<file path="src/rtl/z80fi_insn_recorder.sv">
// z80fi_insn_recorder: captures one Z80 instruction's pre/post core state
// and its data-bus transactions, and publishes them as a single record.
//
// Ports:
//   clk, reset (sync, active-low)
//   insn_start, insn_done        instruction boundary pulses
//   regs_live[209:0]             packed live core state
//   mem_rd_stb, mem_wr_stb,
//   io_rd_stb, io_wr_stb         bus-transaction strobes
//   bus_fetch                    marks mem_rd_stb as opcode/operand fetch
//   bus_addr[15:0], bus_data[7:0]
//   z80fi_valid                  one-cycle publish pulse
//   z80fi_regs_in/out[209:0]     pre/post instruction state
//   mem_rd, mem_rd2, mem_wr, mem_wr2, io_rd, io_wr   record flags
//   bus_raddr, bus_raddr2, bus_waddr, bus_waddr2, bus_wdata, bus_wdata2
//   overflow                     record dropped a transaction
//   insn_count[CNT_W-1:0]        published-record counter
module z80fi_insn_recorder #(
   parameter int unsigned CNT_W = 16
) (
   input  logic             clk,
   input  logic             reset,
   input  logic             insn_start,
   input  logic             insn_done,
   input  logic [209:0]     regs_live,
   input  logic             mem_rd_stb,
   input  logic             mem_wr_stb,
   input  logic             io_rd_stb,
   input  logic             io_wr_stb,
   input  logic             bus_fetch,
   input  logic [15:0]      bus_addr,
   input  logic [7:0]       bus_data,
   output logic             z80fi_valid,
   output logic [209:0]     z80fi_regs_in,
   output logic [209:0]     z80fi_regs_out,
   output logic             mem_rd,
   output logic             mem_rd2,
   output logic             mem_wr,
   output logic             mem_wr2,
   output logic             io_rd,
   output logic             io_wr,
   output logic [15:0]      bus_raddr,
   output logic [15:0]      bus_raddr2,
   output logic [15:0]      bus_waddr,
   output logic [15:0]      bus_waddr2,
   output logic [7:0]       bus_wdata,
   output logic [7:0]       bus_wdata2,
   output logic             overflow,
   output logic [CNT_W-1:0] insn_count
);

   localparam int unsigned REGS_W = 210;
   localparam int unsigned ADDR_W = 16;
   localparam int unsigned DATA_W = 8;

   typedef enum logic [1:0] {IDLE, OPEN, CAPTURE} state_t;

   state_t state, state_d;
   logic   load_pre, clear_slots, apply_stb, publish;

   // working record
   logic [REGS_W-1:0] pre_q;
   logic              rd1_v, rd1_io, rd2_v, wr1_v, wr1_io, wr2_v, ovf_q;
   logic [ADDR_W-1:0] raddr1_q, raddr2_q, waddr1_q, waddr2_q;
   logic [DATA_W-1:0] wdata1_q, wdata2_q;

   // any two strobes in one cycle (fetch reads included) poison the cycle
   logic [2:0] stb_cnt_c;
   logic       multi_stb_c;
   assign stb_cnt_c   = 3'(mem_rd_stb) + 3'(mem_wr_stb) + 3'(io_rd_stb) + 3'(io_wr_stb);
   assign multi_stb_c = stb_cnt_c > 3'd1;

   // state register
   always_ff @(posedge clk) begin
      if (!reset) state <= IDLE;
      else        state <= state_d;
   end

   // next-state and datapath controls
   always_comb begin
      state_d     = state;
      load_pre    = 1'b0;
      clear_slots = 1'b0;
      apply_stb   = 1'b0;
      publish     = 1'b0;
      case (state)
         IDLE: begin
            if (insn_start) begin
               load_pre    = 1'b1;
               clear_slots = 1'b1;
               state_d     = OPEN;
            end
         end
         OPEN: begin
            // a restart without insn_done abandons the open record
            if (insn_start) begin
               load_pre    = 1'b1;
               clear_slots = 1'b1;
            end else begin
               apply_stb = 1'b1;
               if (insn_done) state_d = CAPTURE;
            end
         end
         CAPTURE: begin
            publish = 1'b1;
            if (insn_start) begin
               load_pre    = 1'b1;
               clear_slots = 1'b1;
               state_d     = OPEN;
            end else begin
               state_d = IDLE;
            end
         end
         default: state_d = IDLE;
      endcase
   end

   // working record: pre-state capture and slot filling
   always_ff @(posedge clk) begin
      if (!reset) begin
         pre_q    <= '0;
         rd1_v    <= 1'b0;
         rd1_io   <= 1'b0;
         rd2_v    <= 1'b0;
         wr1_v    <= 1'b0;
         wr1_io   <= 1'b0;
         wr2_v    <= 1'b0;
         ovf_q    <= 1'b0;
         raddr1_q <= '0;
         raddr2_q <= '0;
         waddr1_q <= '0;
         waddr2_q <= '0;
         wdata1_q <= '0;
         wdata2_q <= '0;
      end else if (clear_slots) begin
         if (load_pre) pre_q <= regs_live;
         rd1_v    <= 1'b0;
         rd1_io   <= 1'b0;
         rd2_v    <= 1'b0;
         wr1_v    <= 1'b0;
         wr1_io   <= 1'b0;
         wr2_v    <= 1'b0;
         ovf_q    <= 1'b0;
         raddr1_q <= '0;
         raddr2_q <= '0;
         waddr1_q <= '0;
         waddr2_q <= '0;
         wdata1_q <= '0;
         wdata2_q <= '0;
      end else if (apply_stb) begin
         if (multi_stb_c) begin
            ovf_q <= 1'b1;
         end else if (mem_rd_stb && !bus_fetch) begin
            if (!rd1_v) begin
               rd1_v    <= 1'b1;
               raddr1_q <= bus_addr;
            end else if (!rd2_v) begin
               rd2_v    <= 1'b1;
               raddr2_q <= bus_addr;
            end else begin
               ovf_q <= 1'b1;
            end
         end else if (mem_wr_stb) begin
            if (!wr1_v) begin
               wr1_v    <= 1'b1;
               waddr1_q <= bus_addr;
               wdata1_q <= bus_data;
            end else if (!wr2_v) begin
               wr2_v    <= 1'b1;
               waddr2_q <= bus_addr;
               wdata2_q <= bus_data;
            end else begin
               ovf_q <= 1'b1;
            end
         end else if (io_rd_stb) begin
            if (!rd1_v) begin
               rd1_v    <= 1'b1;
               rd1_io   <= 1'b1;
               raddr1_q <= bus_addr;
            end else begin
               ovf_q <= 1'b1;
            end
         end else if (io_wr_stb) begin
            if (!wr1_v) begin
               wr1_v    <= 1'b1;
               wr1_io   <= 1'b1;
               waddr1_q <= bus_addr;
               wdata1_q <= bus_data;
            end else begin
               ovf_q <= 1'b1;
            end
         end
      end
   end

   // published record: loads only in CAPTURE, holds otherwise
   always_ff @(posedge clk) begin
      if (!reset) begin
         z80fi_valid    <= 1'b0;
         z80fi_regs_in  <= '0;
         z80fi_regs_out <= '0;
         mem_rd         <= 1'b0;
         mem_rd2        <= 1'b0;
         mem_wr         <= 1'b0;
         mem_wr2        <= 1'b0;
         io_rd          <= 1'b0;
         io_wr          <= 1'b0;
         bus_raddr      <= '0;
         bus_raddr2     <= '0;
         bus_waddr      <= '0;
         bus_waddr2     <= '0;
         bus_wdata      <= '0;
         bus_wdata2     <= '0;
         overflow       <= 1'b0;
         insn_count     <= '0;
      end else begin
         z80fi_valid <= publish;
         if (publish) begin
            z80fi_regs_in  <= pre_q;
            z80fi_regs_out <= regs_live;
            mem_rd         <= rd1_v & ~rd1_io;
            io_rd          <= rd1_v & rd1_io;
            mem_rd2        <= rd2_v;
            mem_wr         <= wr1_v & ~wr1_io;
            io_wr          <= wr1_v & wr1_io;
            mem_wr2        <= wr2_v;
            bus_raddr      <= raddr1_q;
            bus_raddr2     <= raddr2_q;
            bus_waddr      <= waddr1_q;
            bus_waddr2     <= waddr2_q;
            bus_wdata      <= wdata1_q;
            bus_wdata2     <= wdata2_q;
            overflow       <= ovf_q;
            insn_count     <= insn_count + CNT_W'(1);
         end
      end
   end

endmodule

</file>
<file path="config.mk">
export PLATFORM = sky130hd
export DESIGN_NAME = z80fi_insn_recorder
export DESIGN_NICKNAME = d
export VERILOG_FILES = /design/src/rtl/z80fi_insn_recorder.sv
export SDC_FILE = /design/constraint.sdc
export NUM_CORES = 2
export LEC_CHECK = 0
export ABC_AREA = 1
export CORE_AREA = 2 2 297 299
export CTS_CLUSTER_DIAMETER = 100
export DETAILED_ROUTE_END_ITERATION = 16
export DIE_AREA = 0 0 299 301
export PLACE_DENSITY = 0.62
export SLEW_MARGIN = 20
export SYNTH_ARGS = -nofsm -noshare
export SYNTH_HDL_FRONTEND = slang
export SYNTH_SLANG_ARGS = --single-unit
</file>
<file path="constraint.sdc">
create_clock -name clk -period 4.1 [get_ports clk]
set_clock_uncertainty 0.2 [all_clocks]
set_input_delay 0.82 -clock clk [delete_from_list [all_inputs] [get_ports clk]]
set_output_delay 0.82 -clock clk [all_outputs]
set_load 0.02 [all_outputs]
</file>
==> flow_summary.json <==
{
  "synth.distinct_cells": 25,
  "track_usage": 0.204,
  "finalHoldViolCount": 0,
  "coreArea_um2": 86500,
  "outcome": "completed",
  "end_kind": "register",
  "post_cts_buffers": 0,
  "rows": 108,
  "place_inst": 5347,
  "worstPathRequired_ps": 4370,
  "syn_nets": 3895,
  "cts.sinks": 823,
  "path_clk_slew_ps": 60,
  "synth_top_family_by_area": "simple AND/OR/NAND/NOR gates",
  "antenna_found_initial": 8,
  "clockPowerShare": 0.456,
  "cts_tree": "yes",
  "grt_pass1_wl_um": 145000,
  "layout_commonest_cell": "nor2_1",
  "ys_top_cells_by_area": "dfxtp_1, nor2_1, o21ai_0",
  "rsz0062_at_grt": "no",
  "drcViolationCount": 0,
  "cts_resized": 0,
  "vias": 25900,
  "fillers": 8553,
  "ys_warn_count": 0,
  "synth_xor_area_frac": 0,
  "r2r_slack_ps": 1590,
  "antenna_left": 0,
  "reg2regPathDepth": 5,
  "die_w_um": 299,
  "p_comb_frac": 0.077,
  "routed_wl_um": 96600,
  "syn-cell-area_um2": 28400,
  "maxSlewHeadroom": 0.311,
  "startpoint_type": "input port",
  "syn_area_per_cell_um2": 7.79,
  "clk_path_buf_depth": 3,
  "cap_violations": 0,
  "synth_compound_gate_area_share": 0.150,
  "hp-start": "rd1_io$_SDFFE_PP0P_",
  "portBuffers": 766,
  "power.density_nw_per_um2": 448,
  "root_buffer": "clkbuf_16",
  "worstMarginPinSlew_ps": 1030,
  "ys_ff_latch": 823,
  "hold_end": "mem_rd$_SDFFE_PN0P_",
  "place_area_um2": 36900,
  "postLayoutCoreUtil": 0.462,
  "worst-path-max-fanout": 24,
  "fin_crit_ps": 2920,
  "synthMuxAreaShare": 0,
  "final_area_um2": 40000,
  "seqPwrFrac": 0.467,
  "drt-pass1-iter-count": 5,
  "layout_common_cells": "nor2_1, dfxtp_1, clkdlybuf4s50_1",
  "irDropWorstVdd_uv": 315,
  "postSynthCellCount": 3650,
  "design.die.area_um2": 90000,
  "slew_violations": 0,
  "synth_top_area_share": 0.579,
  "dp_hpwl_um": 65600,
  "r2r-end": "z80fi_regs_in[3]$_SDFFE_PN0P_",
  "swShare": 0.239,
  "area_delta_synth_final_pct": 40.6,
  "yosysSeqAreaShare": 0.579,
  "timing.final.crit_share": 0.712,
  "cts_made_buffers": 87,
  "yosysTopAreaCell": "dfxtp_1",
  "num_io_pins": 767,
  "grt-ovfl-total": 0,
  "die_h_um": 301,
  "crit_arrival_ps": 3190,
  "place_congestion": 0.888,
  "setup_tns_ps": 0,
  "start_util": 0.329,
  "hold-path-cell-count": 1,
  "cts_max_level": 3,
  "holdBufCountCts": 0,
  "grt_max_degree": 253,
  "instances_no_fill": 5513,
  "first_iter_violations": 1883,
  "p_sw_mw": 4.28,
  "p_leak_nw": 14.5,
  "drive_above_1_share": 0.0460,
  "post_drt_wl_per_cell_um": 17.5,
  "clkLatencyLatePin_ps": 630,
  "synth_fa_ha_area_frac": 0.00114,
  "synthSimpleGateAreaFrac": 0.223,
  "internal-power_mw": 13.6,
  "fin_nets": 4526,
  "path_class": "in2reg",
  "power_mw": 17.9,
  "viasPerCell": 4.70,
  "r2r-start": "state[0]$_SDFFE_PN0P_",
  "fmax_ghz": 0.343,
  "setup_viol": 0,
  "first_global_vias": 24100,
  "hold_path.class": "reg2reg"
}
[cell type report]
| cell class | instances | area [µm²] | area share |
|---|---|---|---|
| tap | 1155 | 1450 | 0.0361 |
| timing repair buffer | 807 | 8130 | 0.203 |
| inverter | 58 | 223 | 0.00557 |
| clock inverter | 28 | 395 | 0.00989 |
| multi-input combinational | 2504 | 10700 | 0.267 |
| clock buffer | 132 | 2630 | 0.0657 |
| antenna | 6 | 15.0 | 0.000376 |
| sequential | 823 | 16500 | 0.412 |
[cells by family (layout without fill, tap and decap cells)]
| logic type | count (synthesis) | in the layout |
|---|---|---|
| simple gates | 1652 | 1652 |
| buf+inv | 323 | 1025 |
| flops | 823 | 823 |
| other cells | 0 | 6 |
| fa+ha+maj | 2 | 2 |
| compound gates | 850 | 850 |
[sequential cells by signal, indices dropped and copies added (netlist names), 2 cells and up]
name            cells
bus_raddr          16
raddr2_q           16
state               2
insn_count         16
wdata1_q            8
bus_raddr2         16
bus_waddr          16
z80fi_regs_in     210
waddr1_q           16
waddr2_q           16
z80fi_regs_out    210
wdata2_q            8
pre_q             210
bus_waddr2         16
bus_wdata2          8
bus_wdata           8
raddr1_q           16
[Yosys cell counts]
master	count
nand2_2	1
fa_1	1
o31ai_1	4
clkbuf_2	1
inv_2	4
clkbuf_1	180
ha_1	1
o21ai_0	759
nor3_1	2
nand2_1	87
inv_1	54
nand4_1	4
nor4_1	1
buf_1	2
nor2_4	1
dfxtp_1	823
a21oi_1	83
nand3_2	3
nand3_1	59
nor3_2	2
buf_4	2
nor2_1	1492
a31oi_1	1
buf_2	80
o21a_1	3
[routing by layer]
metal,track usage,part of all wire,vias up
met1,0.258,0.42,11900
met5,0,0.00028,-
li1,-,-,13000
met2,0.340,0.48,766
met3,0.0479,0.068,181
met4,0.0751,0.033,4
[power by group through the flow]
stage / Combinational, mW / Sequential [mW] / Clock, mW
6_report: 1.38 / 8.35 / 8.16
5_1_grt: 1.52 / 8.38 / 8.70
4_1_cts: 1.39 / 8.35 / 8.38
3_5_place_dp: 1.38 / 8.53 / 0
3_3_place_gp: 1.38 / 8.52 / 0
2_1_floorplan: 0.569 / 8.62 / 0
[through the flow]
step	hold WS, ps	setup WS (ps)
2_1_floorplan	220	1500
3_3_place_gp	233	629
3_5_place_dp	240	541
4_1_cts	253	1160
5_1_grt	280	990
6_report	254	1180
[critical path, cell delays in order]
cell and delay (ps):
clkdlybuf4s50_1 570, inv_2 90, fa_1 500, inv_1 40, nand2_1 60, nand2_2 100
nor3_2 150, nand2_1 530, nand2_1 230, a21oi_1 80
[worst max path at each step]
stage / cells past startpoint / endpoint / startpoint / slack, ps
after CTS: 1 / z80fi_regs_out[203] / z80fi_regs_out[203]$_SDFFE_PN0P_ / 1160
after floorplan: 10 / waddr2_q[0]$_SDFFE_PP0P_ / mem_rd_stb / 1500
after global placement: 10 / waddr2_q[13]$_SDFFE_PP0P_ / mem_wr_stb / 630
final: 10 / waddr2_q[0]$_SDFFE_PP0P_ / mem_wr_stb / 1180
after detailed placement: 10 / waddr2_q[6]$_SDFFE_PP0P_ / mem_wr_stb / 540
after global routing: 10 / waddr2_q[4]$_SDFFE_PP0P_ / mem_wr_stb / 990
No activity file was read; power rests on OpenSTA's default activity.
